===== src/rtl/whack_judge.sv =====
// whack_judge: round sequencer and hit judge between the player switches and the mole generator.
// Optional feature macro WHACK_STREAK_BONUS_EN: a hit on a running streak of 3 or more scores 2 points.
module whack_judge #(
    parameter int TIMEOUT = 50_000_000,
    parameter int GAP     = 12_500_000,
    parameter int ROUNDS  = 20
) (
    input  logic        clk,
    input  logic        reset,
    input  logic        start,
    input  logic [17:0] sw,
    input  logic [17:0] displayL,
    output logic        trigger,
    output logic        hit,
    output logic        miss,
    output logic [7:0]  score,
    output logic [3:0]  streak,
    output logic        busy,
    output logic        done
);
    localparam int CMAX = (TIMEOUT > GAP) ? TIMEOUT : GAP;
    localparam int CW   = $clog2(CMAX);

    // IDLE wait start | ARM raise trigger | CAPTURE latch target | WAIT judge switches
    // RESULT pulse + score | GAP trigger held low | DONE hold score until start
    typedef enum logic [2:0] {
        S_IDLE, S_ARM, S_CAPTURE, S_WAIT, S_RESULT, S_GAP, S_DONE
    } state_t;

    state_t state, state_nx;

    logic [17:0]   sw_meta, sw_sync, sw_sync_d, sw_rise, target;
    logic [CW-1:0] cnt;
    logic [7:0]    rounds_done;
    logic          res_hit, one_hot, wrong, right, cnt_zero;
    logic [1:0]    score_inc;
    logic [8:0]    score_sum;

    assign sw_rise  = sw_sync & ~sw_sync_d;
    assign wrong    = |(sw_rise & ~target);
    assign right    = |(sw_rise & target);
    assign one_hot  = (displayL != '0) && ((displayL & (displayL - 18'd1)) == '0);
    assign cnt_zero = (cnt == '0);

`ifdef WHACK_STREAK_BONUS_EN
    assign score_inc = (streak >= 4'd3) ? 2'd2 : 2'd1;
`else
    assign score_inc = 2'd1;
`endif
    assign score_sum = {1'b0, score} + {7'b0, score_inc};

    always_ff @(posedge clk or posedge reset) begin
        if (reset) state <= S_IDLE;
        else       state <= state_nx;
    end

    always_comb begin
        state_nx = state;
        case (state)
            S_IDLE, S_DONE: if (start) state_nx = S_ARM;
            S_ARM:          state_nx = S_CAPTURE;
            S_CAPTURE:      state_nx = one_hot ? S_WAIT : S_GAP;
            S_WAIT:         if (wrong || right || cnt_zero) state_nx = S_RESULT;
            S_RESULT:       state_nx = S_GAP;
            S_GAP:          if (cnt_zero) state_nx = (rounds_done == 8'(ROUNDS)) ? S_DONE : S_ARM;
            default:        state_nx = S_IDLE;
        endcase
    end

    always_ff @(posedge clk or posedge reset) begin
        if (reset) begin
            sw_meta     <= '0;
            sw_sync     <= '0;
            sw_sync_d   <= '0;
            target      <= '0;
            cnt         <= '0;
            rounds_done <= '0;
            res_hit     <= 1'b0;
            trigger     <= 1'b0;
            score       <= '0;
            streak      <= '0;
        end else begin
            sw_meta   <= sw;
            sw_sync   <= sw_meta;
            sw_sync_d <= sw_sync;
            case (state)
                S_IDLE, S_DONE: begin
                    if (start) begin
                        score       <= '0;
                        streak      <= '0;
                        rounds_done <= '0;
                    end
                end
                S_ARM: trigger <= 1'b1;
                S_CAPTURE: begin
                    target <= displayL;
                    if (one_hot) begin
                        cnt <= CW'(TIMEOUT - 1);
                    end else begin
                        // void round: straight to the gap without counting it
                        cnt     <= CW'(GAP - 1);
                        trigger <= 1'b0;
                    end
                end
                S_WAIT: begin
                    res_hit <= right & ~wrong;
                    if (!(wrong || right || cnt_zero)) cnt <= cnt - 1'b1;
                end
                S_RESULT: begin
                    trigger     <= 1'b0;
                    cnt         <= CW'(GAP - 1);
                    rounds_done <= rounds_done + 8'd1;
                    if (res_hit) begin
                        score  <= score_sum[8] ? 8'hFF : score_sum[7:0];
                        streak <= (streak == 4'hF) ? streak : streak + 4'd1;
                    end else begin
                        streak <= '0;
                    end
                end
                S_GAP: if (!cnt_zero) cnt <= cnt - 1'b1;
                default: ;
            endcase
        end
    end

    assign hit  = (state == S_RESULT) && res_hit;
    assign miss = (state == S_RESULT) && !res_hit;
    assign busy = (state != S_IDLE) && (state != S_DONE);
    assign done = (state == S_DONE);

endmodule


===== config.mk =====
export PLATFORM = sky130hd
export DESIGN_NAME = whack_judge
export DESIGN_NICKNAME = d
export VERILOG_FILES = /design/src/rtl/whack_judge.sv
export SDC_FILE = /design/constraint.sdc
export NUM_CORES = 1
export LEC_CHECK = 0
export BUFFER_PORTS_ARGS = -buffer_cell sky130_fd_sc_hd__buf_2
export CAP_MARGIN = 20
export CORE_UTILIZATION = 45
export DETAILED_ROUTE_END_ITERATION = 10
export PLACE_DENSITY_LB_ADDON = 0.05
export SLEW_MARGIN = 20
export SYNTH_ARGS = -nofsm -noshare
export SYNTH_HDL_FRONTEND = slang
export SYNTH_SLANG_ARGS = --single-unit
export TNS_END_PERCENT = 20

===== constraint.sdc =====
create_clock -name clk -period 3.6 [get_ports clk]
set_clock_uncertainty 0.15 [all_clocks]
set_input_delay 0.18 -clock clk [delete_from_list [all_inputs] [get_ports clk]]
set_output_delay 0.18 -clock clk [all_outputs]
set_load 0.005 [all_outputs]

Yosys cells after proc, flatten, opt, wreduce, memory -nomap -nowiden
Cells that the tools add are included.
{"block": "totals", "word_cells": 86, "output_inout_bits": 17, "in_bits": 39, "regBits": 123}
{"block": "classes", "n_reduce_logical": 24, "mux": 21, "n_eq_ne": 17, "n_bitwise": 8, "n_addsub": 5}
{"cell": "$pmux 26 s4", "n": 1}
{"cell": "$mux 26", "n": 3}
{"cell": "$and 18x18->18", "n": 4}
{"cell": "$not 18->18", "n": 2}
{"cell": "$reduce_or 18->1", "n": 2}
{"cell": "$pmux 8 s2", "n": 2}
{"cell": "$logic_not 26->1", "n": 1}
{"cell": "$sub 26x1->26 const B", "n": 1}
{"cell": "$mux 8", "n": 3}
{"cell": "$logic_not 18->1", "n": 1}
{"cell": "$pmux 3 s6", "n": 1}
{"cell": "$reduce_bool 18->1", "n": 1}
{"cell": "$sub 18x1->18 const B", "n": 1}
{"cell": "$mux 3", "n": 5}
{"cell": "$ne 2x2->1 const B", "n": 7}
{"cell": "$mux 4", "n": 3}
{"cell": "$reduce_and 3->1", "n": 4}
{"cell": "$add 8x1->9 const B", "n": 1}
{"cell": "$eq 3x3->1 const B", "n": 3}
{"cell": "$add 8x1->8 const B", "n": 1}
{"cell": "$eq 8x5->1 const B", "n": 1}
{"cell": "$pmux 4 s2", "n": 1}
{"cell": "$eq 3x2->1 const B", "n": 2}
{"cell": "$ne 3x3->1 const B", "n": 2}
{"cell": "16 further kinds", "n": 22}

Longest topological paths before layout
{"block": "depth", "word_depth": 8, "ltp_mapped": 11, "ltp_nobuf": 10}

Worst setup path before layout
No wires, ideal clock.
{"block": "synth_path", "path_type": "register to register", "from": "register cnt[0]", "to": "register cnt[12]", "slack_ns": 1.133, "stages_incl_launch_ff": 12, "path_buffers": 1, "setup_time_ns": 0.077, "arrival_ns": 2.239, "path_cell_list": "dfrtp_1 -> inv_1 -> ha_1 -> nor3b_1 -> nand2_1 -> nand4b_1 -> nor4_1 -> a21o_1 -> or2_1 -> buf_2 -> nor2_1 -> a21oi_1"}
{"block": "synth_via", "elab_chain_len": 4, "elab_cells_between_ends": 9, "cone_classes": "add/sub (1); eq/ne (2); mux (3); reduce/logical (3)"}
{"item": "start, declared", "line_no": "33", "text": "logic [CW-1:0] cnt;"}
{"item": "start signal, assigned", "line_no": "98", "text": "cnt <= CW'(TIMEOUT - 1);"}
{"item": "start signal, assigned", "line_no": "101", "text": "cnt <= CW'(GAP - 1);"}
{"item": "start signal, assigned", "line_no": "107", "text": "if (!(wrong || right || cnt_zero)) cnt <= cnt - 1'b1;"}
{"item": "branches (longest 4 deep; another with $sub 26x1->26)"}
Several ways; the timed one is not identified. The select of a mux whose other input is x is not followed.
A chain may end at the register's enable or synchronous reset.

Final worst setup path
{"block": "layout_path", "from": "register cnt[0]", "to": "register state[2]"}
{"block": "layout_via", "elab_chain_len": 4, "elab_cells_between_ends": 5, "cone_classes": "eq/ne (2); reduce/logical (3)"}
{"item": "$logic_not 26->1 *", "line_no": "43", "text": "assign cnt_zero = (cnt == '0);"}
{"item": "$logic_or 1x1->1", "line_no": "63", "text": "S_WAIT: if (wrong || right || cnt_zero) state_nx = S_RESULT;"}
{"item": "$ne 2x2->1 (no source line)"}
{"item": "$reduce_and 3->1 (no source line) *"}
{"item": "end signal, assigned", "line_no": "54", "text": "else state <= state_nx;"}
{"item": "end, declared", "line_no": "30", "text": "state_t state, state_nx;"}
Every way passes the cells marked *; elsewhere a longest branch is shown, timed or not.

==> qor.yml <==
post-dp-hpwl_um: 8891
cts_buffers: 17
multi_input_area_um2: 2439
synth_top_family_by_area: "simple AND/OR/NAND/NOR gates"
post_drt_wl_per_cell_um: 15.81
drive_above_1_share: 0.1985
synth_xor_area_frac: 0.001551
drt_wl_total_um: 13170
ys_top_cells_by_area: "dfrtp_1, o21ai_0, nor2_1, mux2_2, nand2_1"
fill_cells: 1058
grt_pass1_vias: 4416
p_leak_nw: 3.007
period_needed_ns: 3.062
slew_viol_final: 0
gp_congestion: 0.8326
synth_fa_ha_area_frac: 0.01108
maxCapViolCount: 0
tritoncts: "built"
synth-edff-count: 0
layout_commonest_cell: "dfrtp_1"
synth-compound-area-share: 0.1414
grt_start_max_net_pins: 65
synthSimpleGateAreaFrac: 0.2405
start_util: 0.4661
setup_violations: 0
pwr-share-seq: 0.385
netlist.area_leader.share: 0.5452
design.die.area_um2: 13000
grt_usage: 0.2182
syn_nets: 592
row_count: 40
synth_top_area_cell: "dfrtp_1"
port_buffers: 55
status: "finished clean"
final-hold-violation-count: 0
hold_class: "flip-flop to flip-flop"
cts-resized-gates: 0
sw_frac_of_total: 0.3357
regArea_um2: 3078
dr_total_vias: 4527
clockBufferDepth: 2
synth.avg_cell_area_um2: 10.30
io-pin-count: 56
finalSetupTns_ns: 0
place_inst: 763
fp.dieW_um: 114.0
pwr-share-clk: 0.370
ir_worst_vdd_mv: 0.4380
antennaDiodeCount: 0
dr.pass1.iters: 5
yosysUniqueCellTypes: 61
root_buffer: "clkbuf_16"
synth_mux_area_frac: 0.03590
clock_latency_ns: 0.42
yosysWarnings: 0
instances_no_fill: 833
worst_pin_slew_ns: 0.7427
syn_area_um2: 5645
die_h_um: 114.0
rsz0062_at_grt: "no"
path_max_fanout: 12
dr.first_iter.drc_count: 235
overflow: 0
slew_headroom: 0.5025
viasPerCell: 5.435
power-per-cell-area_nw_per_um2: 649.8
layout_common_cells: "dfrtp_1, nor2_1, buf_2"
power_frac_comb: 0.246
syn_to_final_growth_pct: 25.42
required_ns: 3.79
nNetsFinal: 696
cts.clk_slew.worst_paths_ns: 0.06
crit_arrival_ns: 3.25
syn_inst: 548
p_int_mw: 3.056
fmax_mhz: 326.6
seq_area_frac_synth: 0.5452
async_flop_share: 1.000
cts.sinks: 123
ant_nets: 0
grt_antenna_before_repair: 0
crit_path_end_kind: "flip-flop"
start_kind: "flip-flop"
h-tree-depth: 4
fin_crit_sh: 0.8504
grt_pass1_wl_um: 21690
synth_ff_type: "dfrtp_1"
p_sw_mw: 1.545
core_region_area_um2: 12110
post_cts_buffers: 0
path_class: "flip-flop to flip-flop"
synth_seq_cells: 123
drcViolationCount: 0
power groups by stage:
stage / Sequential [mW] / Combinational (mW) / Clock (mW)
after detailed placement: 1.79 / 1.09 / 0
after floorplan: 1.72 / 0.852 / 0
final: 1.77 / 1.13 / 1.70
after global placement: 1.78 / 1.07 / 0
after CTS: 1.77 / 1.13 / 1.73
after global routing: 1.80 / 1.26 / 1.79
state kept, by name, indices dropped and copies added, names as in the netlist:
register,count
rounds_done,8
target,18
cnt,26
state,3
sw_sync_d,18
sw_meta,18
score,8
trigger,1
sw_sync,18
res_hit,1
streak,4
critical path: stages, from the launching register on:
cell and delay (ns):
dfrtp_1 0.41, inv_1 0.07, ha_1 0.17, nor3b_1 0.44
nand2_1 0.23, nand4b_1 0.28, nor4_1 0.22, a21o_1 0.25
or2_1 0.44, o21ai_0 0.15, o21ai_0 0.16
worst paths after layout:
kind                        startpoint     endpoint  slack [ns]  cells after the start
max                             cnt[0]     state[2]        0.54                     10
min                        sw_meta[16]  sw_sync[16]        0.20                      0
max reg2reg                     cnt[0]     state[2]        0.54                     10
min reg2reg                sw_meta[16]  sw_sync[16]        0.20                      0
max in group asynchronous        reset     score[4]        2.20                      4
min in group asynchronous        reset  sw_sync[15]        0.27                      3
routing by layer:
metal	track usage	wire length, um	share of wire
met4	0.06494	78	0.0059
met5	0	0	0
met1	0.2885	6140	0.47
met2	0.3523	6452	0.49
met3	0.05898	500	0.038
through the flow:
step	hold WS, ns	instance area (um^2)	setup slack, ns	power (mW)	util
floorplan	0.06143	5649	1.133	2.568	-
global placement	0.1373	6103	0.6325	2.849	0.5039
detailed placement	0.1393	6103	0.5520	2.885	0.5039
CTS	0.1979	7072	0.5537	4.621	0.5839
global route	0.2017	7081	0.09244	4.852	0.5846
finish	0.1965	7081	0.5385	4.601	0.5846
Yosys cell counts (2+ instances only):
cell / number
nor2b_1: 3
nor4_1: 9
dfrtp_1: 123
nand2b_1: 8
or3_1: 3
nor3_1: 19
nand3b_1: 19
a31oi_1: 7
a22o_1: 3
nand2_1: 50
and3_1: 5
nand3_1: 14
o211ai_1: 2
nor4_4: 2
nor3b_1: 20
o31ai_1: 3
a41oi_1: 2
nand4b_1: 4
clkbuf_1: 9
o21ai_0: 52
or2b_2: 2
a21o_1: 2
nand4_1: 6
inv_1: 11
o21ai_1: 3
o22ai_1: 3
a2111oi_0: 3
mux2_2: 18
buf_2: 2
nor2_1: 64
o41ai_1: 2
nor4b_1: 2
or4_1: 3
a21oi_1: 36
clkbuf_8: 3
ha_1: 5
a31o_2: 2
cell families after synthesis:
kind of cell             count (synthesis)
AND/OR/NAND/NOR                        244
AO/OA/AOI/OAI                          131
flip-flops                             123
buffers and inverters                   26
multiplexers                            18
adder cells (fa/ha/maj)                  5
XOR/XNOR                                 1
repair_timing:
| item | in CTS | in global routing |
|---|---|---|
| setup endpoints to repair | 0 | 0 |
| endpoints found under the hold margin | 67 | 0 |
| hold buffers | 38 | 0 |
final cells by class:
cell class	count	area share
multi-input combinational	399	0.3444
timing repair buffer	100	0.1018
clock buffer	17	0.06008
clock inverter	15	0.02297
sequential	123	0.4347
inverter	11	0.006362
tap	168	0.02969
No activity file was read; power rests on OpenSTA's default activity.
